===== src/rtl/tt_um_project_name.sv =====
// ---------------------------------------------------------------------------
// tt_um_project_name
//
// Tiny Tapeout user tile: programmable 8-bit up/down counter with a 4-bit
// prescaler, edge-triggered parallel load and a PWM/status output mode.
//
// Ports
//   clk      in   1  system clock, all state on the rising edge
//   rst_n    in   1  asynchronous active-low reset
//   ena      in   1  tile selected; 0 freezes every register
//   ui_in    in   8  [0] EN count enable, [1] DOWN, [2] LOAD, [3] MODE,
//                    [7:4] P prescale compare value
//   uo_out   out  8  MODE=0: count value
//                    MODE=1: {cnt[7:4], tick, wrap_s, wrap_p, pwm}
//   uio_in   in   8  parallel load value and live PWM duty compare value
//   uio_out  out  8  tied to 0
//   uio_oe   out  8  tied to 0 (all uio pins are inputs)
//
// ui_in and uio_in are used directly without synchronisers; the tile
// harness is expected to present them synchronous to clk.
// ---------------------------------------------------------------------------
module tt_um_project_name (
  input  logic       clk,
  input  logic       rst_n,
  input  logic       ena,
  input  logic [7:0] ui_in,
  output logic [7:0] uo_out,
  input  logic [7:0] uio_in,
  output logic [7:0] uio_out,
  output logic [7:0] uio_oe
);

  // -------------------------------------------------------------------------
  // Control field decode
  // -------------------------------------------------------------------------
  logic       w_en;
  logic       w_down;
  logic       w_load;
  logic       w_mode;
  logic [3:0] w_p;

  assign w_en   = ui_in[0];
  assign w_down = ui_in[1];
  assign w_load = ui_in[2];
  assign w_mode = ui_in[3];
  assign w_p    = ui_in[7:4];

  // -------------------------------------------------------------------------
  // State
  // -------------------------------------------------------------------------
  logic [7:0] r_cnt;
  logic [3:0] r_pre;
  logic       r_load_q;  // previous LOAD level, for rising-edge detect
  logic       r_wrap_p;  // one-cycle wrap pulse
  logic       r_wrap_s;  // sticky wrap flag, cleared only by a load

  // -------------------------------------------------------------------------
  // Combinational control
  // -------------------------------------------------------------------------
  logic       w_load_edge;
  logic       w_tick;
  logic       w_wrap;
  logic [7:0] w_cnt_next;
  logic       w_pwm;

  // Only the first cycle of a LOAD high level loads; holding it does nothing.
  assign w_load_edge = ena & w_load & ~r_load_q;

  // A >= compare (not ==) so that lowering P below the current prescaler
  // value ticks on the next enabled cycle instead of waiting for a 4-bit
  // wrap-around of the prescaler.
  assign w_tick = ena & w_en & (r_pre >= w_p);

  assign w_cnt_next = w_down ? (r_cnt - 8'd1) : (r_cnt + 8'd1);

  // Wrap condition depends only on direction and current count.
  assign w_wrap = w_down ? (r_cnt == 8'h00) : (r_cnt == 8'hFF);

  // Unsigned compare: duty 0 never asserts, duty FF asserts except at FF.
  assign w_pwm = (r_cnt < uio_in);

  // -------------------------------------------------------------------------
  // Sequential update. Load outranks a tick in the same cycle.
  // -------------------------------------------------------------------------
  always_ff @(posedge clk or negedge rst_n) begin
    if (!rst_n) begin
      r_cnt    <= 8'h00;
      r_pre    <= 4'h0;
      r_load_q <= 1'b0;
      r_wrap_p <= 1'b0;
      r_wrap_s <= 1'b0;
    end else if (ena) begin
      r_load_q <= w_load;
      if (w_load_edge) begin
        r_cnt    <= uio_in;
        r_pre    <= 4'h0;
        r_wrap_p <= 1'b0;
        r_wrap_s <= 1'b0;
      end else begin
        // Pulse lasts exactly the cycle after the wrapping tick.
        r_wrap_p <= w_tick & w_wrap;
        if (w_tick) begin
          r_cnt <= w_cnt_next;
          r_pre <= 4'h0;
          if (w_wrap) begin
            r_wrap_s <= 1'b1;
          end
        end else if (w_en) begin
          r_pre <= r_pre + 4'h1;
        end
      end
    end
  end

  // -------------------------------------------------------------------------
  // Outputs
  // -------------------------------------------------------------------------
  always_comb begin
    uo_out = r_cnt;
    if (w_mode) begin
      uo_out = {r_cnt[7:4], w_tick, r_wrap_s, r_wrap_p, w_pwm};
    end
  end

  assign uio_out = 8'h00;
  assign uio_oe  = 8'h00;

endmodule


===== config.mk =====
export PLATFORM = sky130hd
export DESIGN_NAME = tt_um_project_name
export DESIGN_NICKNAME = d
export VERILOG_FILES = /design/src/rtl/tt_um_project_name.sv
export SDC_FILE = /design/constraint.sdc
export NUM_CORES = 1
export LEC_CHECK = 0
export CELL_PAD_IN_SITES_DETAIL_PLACEMENT = 1
export CELL_PAD_IN_SITES_GLOBAL_PLACEMENT = 1
export CORE_AREA = 2 2 66 68
export CTS_BUF_LIST = sky130_fd_sc_hd__clkbuf_4 sky130_fd_sc_hd__clkbuf_8
export DETAILED_ROUTE_END_ITERATION = 6
export DIE_AREA = 0 0 68 70
export GPL_ROUTABILITY_DRIVEN = 0
export PLACE_DENSITY_LB_ADDON = 0.1
export SETUP_SLACK_MARGIN = 0.2
export SYNTH_ARGS = -nofsm -noshare
export SYNTH_HDL_FRONTEND = slang
export SYNTH_SLANG_ARGS = --single-unit

===== constraint.sdc =====
create_clock -name clk -period 4 [get_ports clk]
set_input_delay 1 -clock clk [delete_from_list [all_inputs] [get_ports clk]]
set_output_delay 1 -clock clk [all_outputs]
set_load 0.01 [all_outputs]

Word-level counts from Yosys, hierarchy flattened
Cells that the tools add are included.
Widths: inputs -> output; s select.
{ "word_totals": {"reg_bits": 15, "input_bits": 19, "wordCells": 36} }
{ "op_classes": {"add_sub_neg": 3, "n_lt_le_gt_ge": 2, "eq_ne": 1, "mux": 12, "bitwise": 6, "reduce_logical": 7} }
{ "op_table": {"columns": ["op", "n"], "rows": [
  ["$mux 8", 3],
  ["$mux 4", 4],
  ["$add 8x1->8 const B", 1],
  ["$eq 8x8->1 const B", 1],
  ["$logic_not 8->1", 1],
  ["$lt 8x8->1", 1],
  ["$sub 8x1->8 const B", 1],
  ["$and 1x1->1", 5],
  ["$mux 1", 5],
  ["$add 4x1->4 const B", 1],
  ["$ge 4x4->1", 1],
  ["$reduce_and 2->1", 2],
  ["$reduce_bool 2->1", 2],
  ["$reduce_and 3->1", 1],
  ["$reduce_bool 3->1", 1],
  ["$not 1->1", 1]
]} }

Logic depth before layout (Yosys ltp)
{ "depth": {"ltp_word": 5, "ltp_mapped": 9} }

Least setup slack after synthesis
Ideal clock, no wire load.
{ "synth_path": {"kind": "input port to output port", "start": "in ui_in[4]", "end": "out uo_out[3]", "arrival_time_ns": 2.167, "required_time_ns": 3.000, "setup_slack_ns": 0.833, "stages": 6, "cell_sequence": "ha_1 nor3b_1 nor2_1 o21a_1 buf_2 mux2_2"} }
{ "synth_between": {"elab_chain_cells": 3} }
{ "synth_rtl": {"columns": ["element", "line_no", "source"], "rows": [
  ["from (decl)", "26", "input logic [7:0] ui_in,"],
  ["$ge 4x4->1", "72", "assign w_tick = ena & w_en & (r_pre >= w_p);"],
  ["$and 1x1->1", "72", null],
  ["$mux 4", "120", "if (w_mode) begin"],
  ["to (decl)", "27", "output logic [7:0] uo_out,"]
]} }
No other way between the ends.

Final worst setup path
{ "layout_path": {"start": "in ui_in[7]", "end": "out uo_out[3]"} }
Same word-level chain as after synthesis.

==> flow_metrics.tcl <==
set metrics [dict create \
    outcome "complete, no violations" \
    dieArea_mm2 0.004760 \
    io_pins 43 \
    power_density_mw_per_mm2 463.9 \
    synth_top_area_share_pct 25.00 \
    dr.first_iter.drc_count 30 \
    netlist.top_cell.by_area "dfrtp_1" \
    die_y_um 70 \
    drt_pre_antenna_iters 4 \
    num_vias 1303 \
    finalPower_uw 827.2 \
    synth_top_family_by_area "compound AO/OA/AOI/OAI gates" \
    wl_met1_um 1603 \
    muxShareOfSynthArea_pct 5.583 \
    cp_max_fo 2 \
    critPathLaunchType "input pin" \
    wl_met2_um 2066 \
    cts_hold_buffers 0 \
    synthXorXnorAreaFrac_pct 2.917 \
    p_sw_uw 342.1 \
    cts_htree_levels 1 \
    layout_min_cycle_time_ns 3.702 \
    arrival_ns 2.70 \
    criticalPathCategory "input pin to output port" \
    synthFlopType "dfrtp_1" \
    wl_per_cell_um 15.02 \
    io_buffers 26 \
    grt_max_degree 18 \
    synthesis.area_mm2 0.001501 \
    p_sw_share_pct 41.36 \
    synth-seq-cells 15 \
    die_x_um 68 \
    final_net_count 242 \
    fin_crit_sh_pct 92.56 \
    cpPeakStageDelay_ns 0.46 \
    grt_usage_pct 18.11 \
    coreArea_mm2 0.004144 \
    combPwrFrac_pct 53.1 \
    synthTopCellsByCount "buf_4, ha_1, inv_1" \
    numCtsBuffers 3 \
    n_antenna_cell 0 \
    p_clk_share_pct 16.4 \
    async_flop_share_pct 100.0 \
    ant_nets 0 \
    first_global_vias 1376 \
    seq_area_frac_synth_pct 25.00 \
    vdd.ir_drop.worst_mv 0.2178 \
    grt_pass1_wl_um 6527 \
    rsz0062_at_grt "false" \
    p_int_uw 485.1 \
    cellLeakagePower_uw 0.0008366 \
    cts_num_sinks 15 \
    cts_root_buf "clkbuf_8" \
    avgViaCountPerCell 5.110 \
    relSlewSlack_pct 51.03 \
    syn_inst 179 \
    crit_path_top_delay_cell "clkdlybuf4s50_1" \
    synthAdderAreaFrac_pct 16.33 \
    setup_violations 0 \
    drive_gt1_share_pct 6.897 \
    fin_util_pct 43.03 \
    area_growth_pct 18.75 \
    worst_pin_slew_ns 0.7322 \
    wl_met3_um 83 \
    clk_pin_slew_worst_paths_ns 0.06 \
    crit_path_end_kind "output port" \
    synth_edf_count 0 \
    skew_ns 0.001571 \
    hold_path.class "register to register" \
    place_hpwl_um 3164 \
    path_cells "clkdlybuf4s50_1 -> inv_1 -> ha_1 -> or2_2 -> o21a_1 -> mux2_2 -> clkdlybuf4s15_1" \
    cts_buffer_depth 2 \
    clkLatencyLatePin_ns 0.25 \
    ys_warn_count 0 \
    finalNonFillerCells 255 \
    antenna_found_initial 0 \
    post_cts_buffers 0 \
    clock.fmax_ghz 0.2701 \
    place_inst 251 \
    slew_viol_final 0 \
    cts_tree "done" \
    wl_um 3830 \
    start_util_pct 36.23 \
    core.rowCount 24 \
    drv_cap 0 \
    pwr-share-seq_pct 30.5 \
    gr-total-overflow 0 \
    ys_top_cells_by_area "dfrtp_1, ha_1, buf_4" \
    yosys.area_share.simple_pct 15.08 \
    cp.required_ns 3.00 \
    route.detailed.drc 0 \
    top_layer "met4" \
    synth_most_common_cell "buf_4" \
    ys_types 43 \
    finalHoldViolCount 0 \
    syn_avg_cell_area_um2 8.388 \
    synth_compound_area_share_pct 19.92 \
]
[power by group through the flow]
stage / registers, µW / clock network (µW) / logic, µW
6_report: 252 / 136 / 440
3_5_place_dp: 255 / 0 / 447
5_1_grt: 263 / 147 / 496
4_1_cts: 252 / 140 / 444
2_1_floorplan: 230 / 0 / 335
3_3_place_gp: 253 / 0 / 423
[metrics by stage]
step / TNS [ns] / cell area [µm²] / hold WS [ns] / worst slack (ns)
finish: 0 / 1783 / 0.4878 / 0.2976
floorplan: 0 / 1558 / 0.4413 / 0.8325
CTS: 0 / 1780 / 0.4928 / 0.2106
global placement: -0.002388 / 1734 / 0.4690 / -0.002388
detailed placement: -0.05721 / 1734 / 0.4811 / -0.05721
global route: 0 / 1783 / 0.5263 / 0.2396
[cell usage in the layout, fill, tap and decap left out, drive strengths merged, types with 3 or more instances in the layout]
cell type	n
clkdlybuf4s50	24
ha	18
inv	16
conb	16
dfrtp	15
nor2	14
a21oi	13
nand2	11
o21ai	11
mux2i	5
xnor2	5
clkbuf	5
o21a	4
a21o	4
nor3	4
mux2	3
or3	3
nor3b	3
a211oi	3
[worst max-delay path: cells and delay by family]
| kind | cells | cell delay, ns |
|---|---|---|
| AO/OA/AOI/OAI | 1 | 0.19 |
| buffers and inverters | 3 | 0.73 |
| multiplexers | 1 | 0.27 |
| adder cells (fa/ha/maj) | 1 | 0.20 |
| AND/OR/NAND/NOR | 1 | 0.32 |
[cell families after synthesis]
family / after synthesis
other: 1
flip-flops: 15
adder cells (fa/ha/maj): 19
AO/OA/AOI/OAI: 46
buffers and inverters: 39
XOR/XNOR: 5
AND/OR/NAND/NOR: 46
multiplexers: 8
[final cells by class]
cell class / instances / area, µm²
flip-flops and latches: 15 / 375.4
fillers: 518 / 2361
inverters: 16 / 60.06
well taps: 52 / 65.06
clock buffers: 4 / 48.80
multi-input cells: 140 / 963.4
repair buffers: 28 / 270.3
[routing by layer]
metal	track usage [%]	vias up
li1	-	645
met1	20.57	631
met2	33.33	20
met3	1.932	7
met4	6.889	0
met5	0	-
[sequential cells by signal, indices dropped and copies added (netlist names)]
signal    count
r_wrap_s      1
r_load_q      1
r_pre         4
r_cnt         8
r_wrap_p      1
[path summary, 6_finish.rpt]
check,from,to,slack [ns],cells after the start
setup / recovery,ui_in[7],uo_out[3],0.30,7
hold / removal,r_wrap_s,r_wrap_s,0.49,2
setup reg to reg,r_cnt[4],r_cnt[7],1.87,7
hold reg to reg,r_wrap_s,r_wrap_s,0.49,2
max in group asynchronous,rst_n,r_cnt[3],2.36,1
min in group asynchronous,rst_n,r_pre[1],1.18,1
[repair_timing]
action / in CTS / in global routing
pin swaps: 0 / 0
resized for setup: 2 / 5
cloned: 0 / 0
endpoints found under the setup margin: 2 / 2
Note: power is estimated with default switching activity, not from simulation.
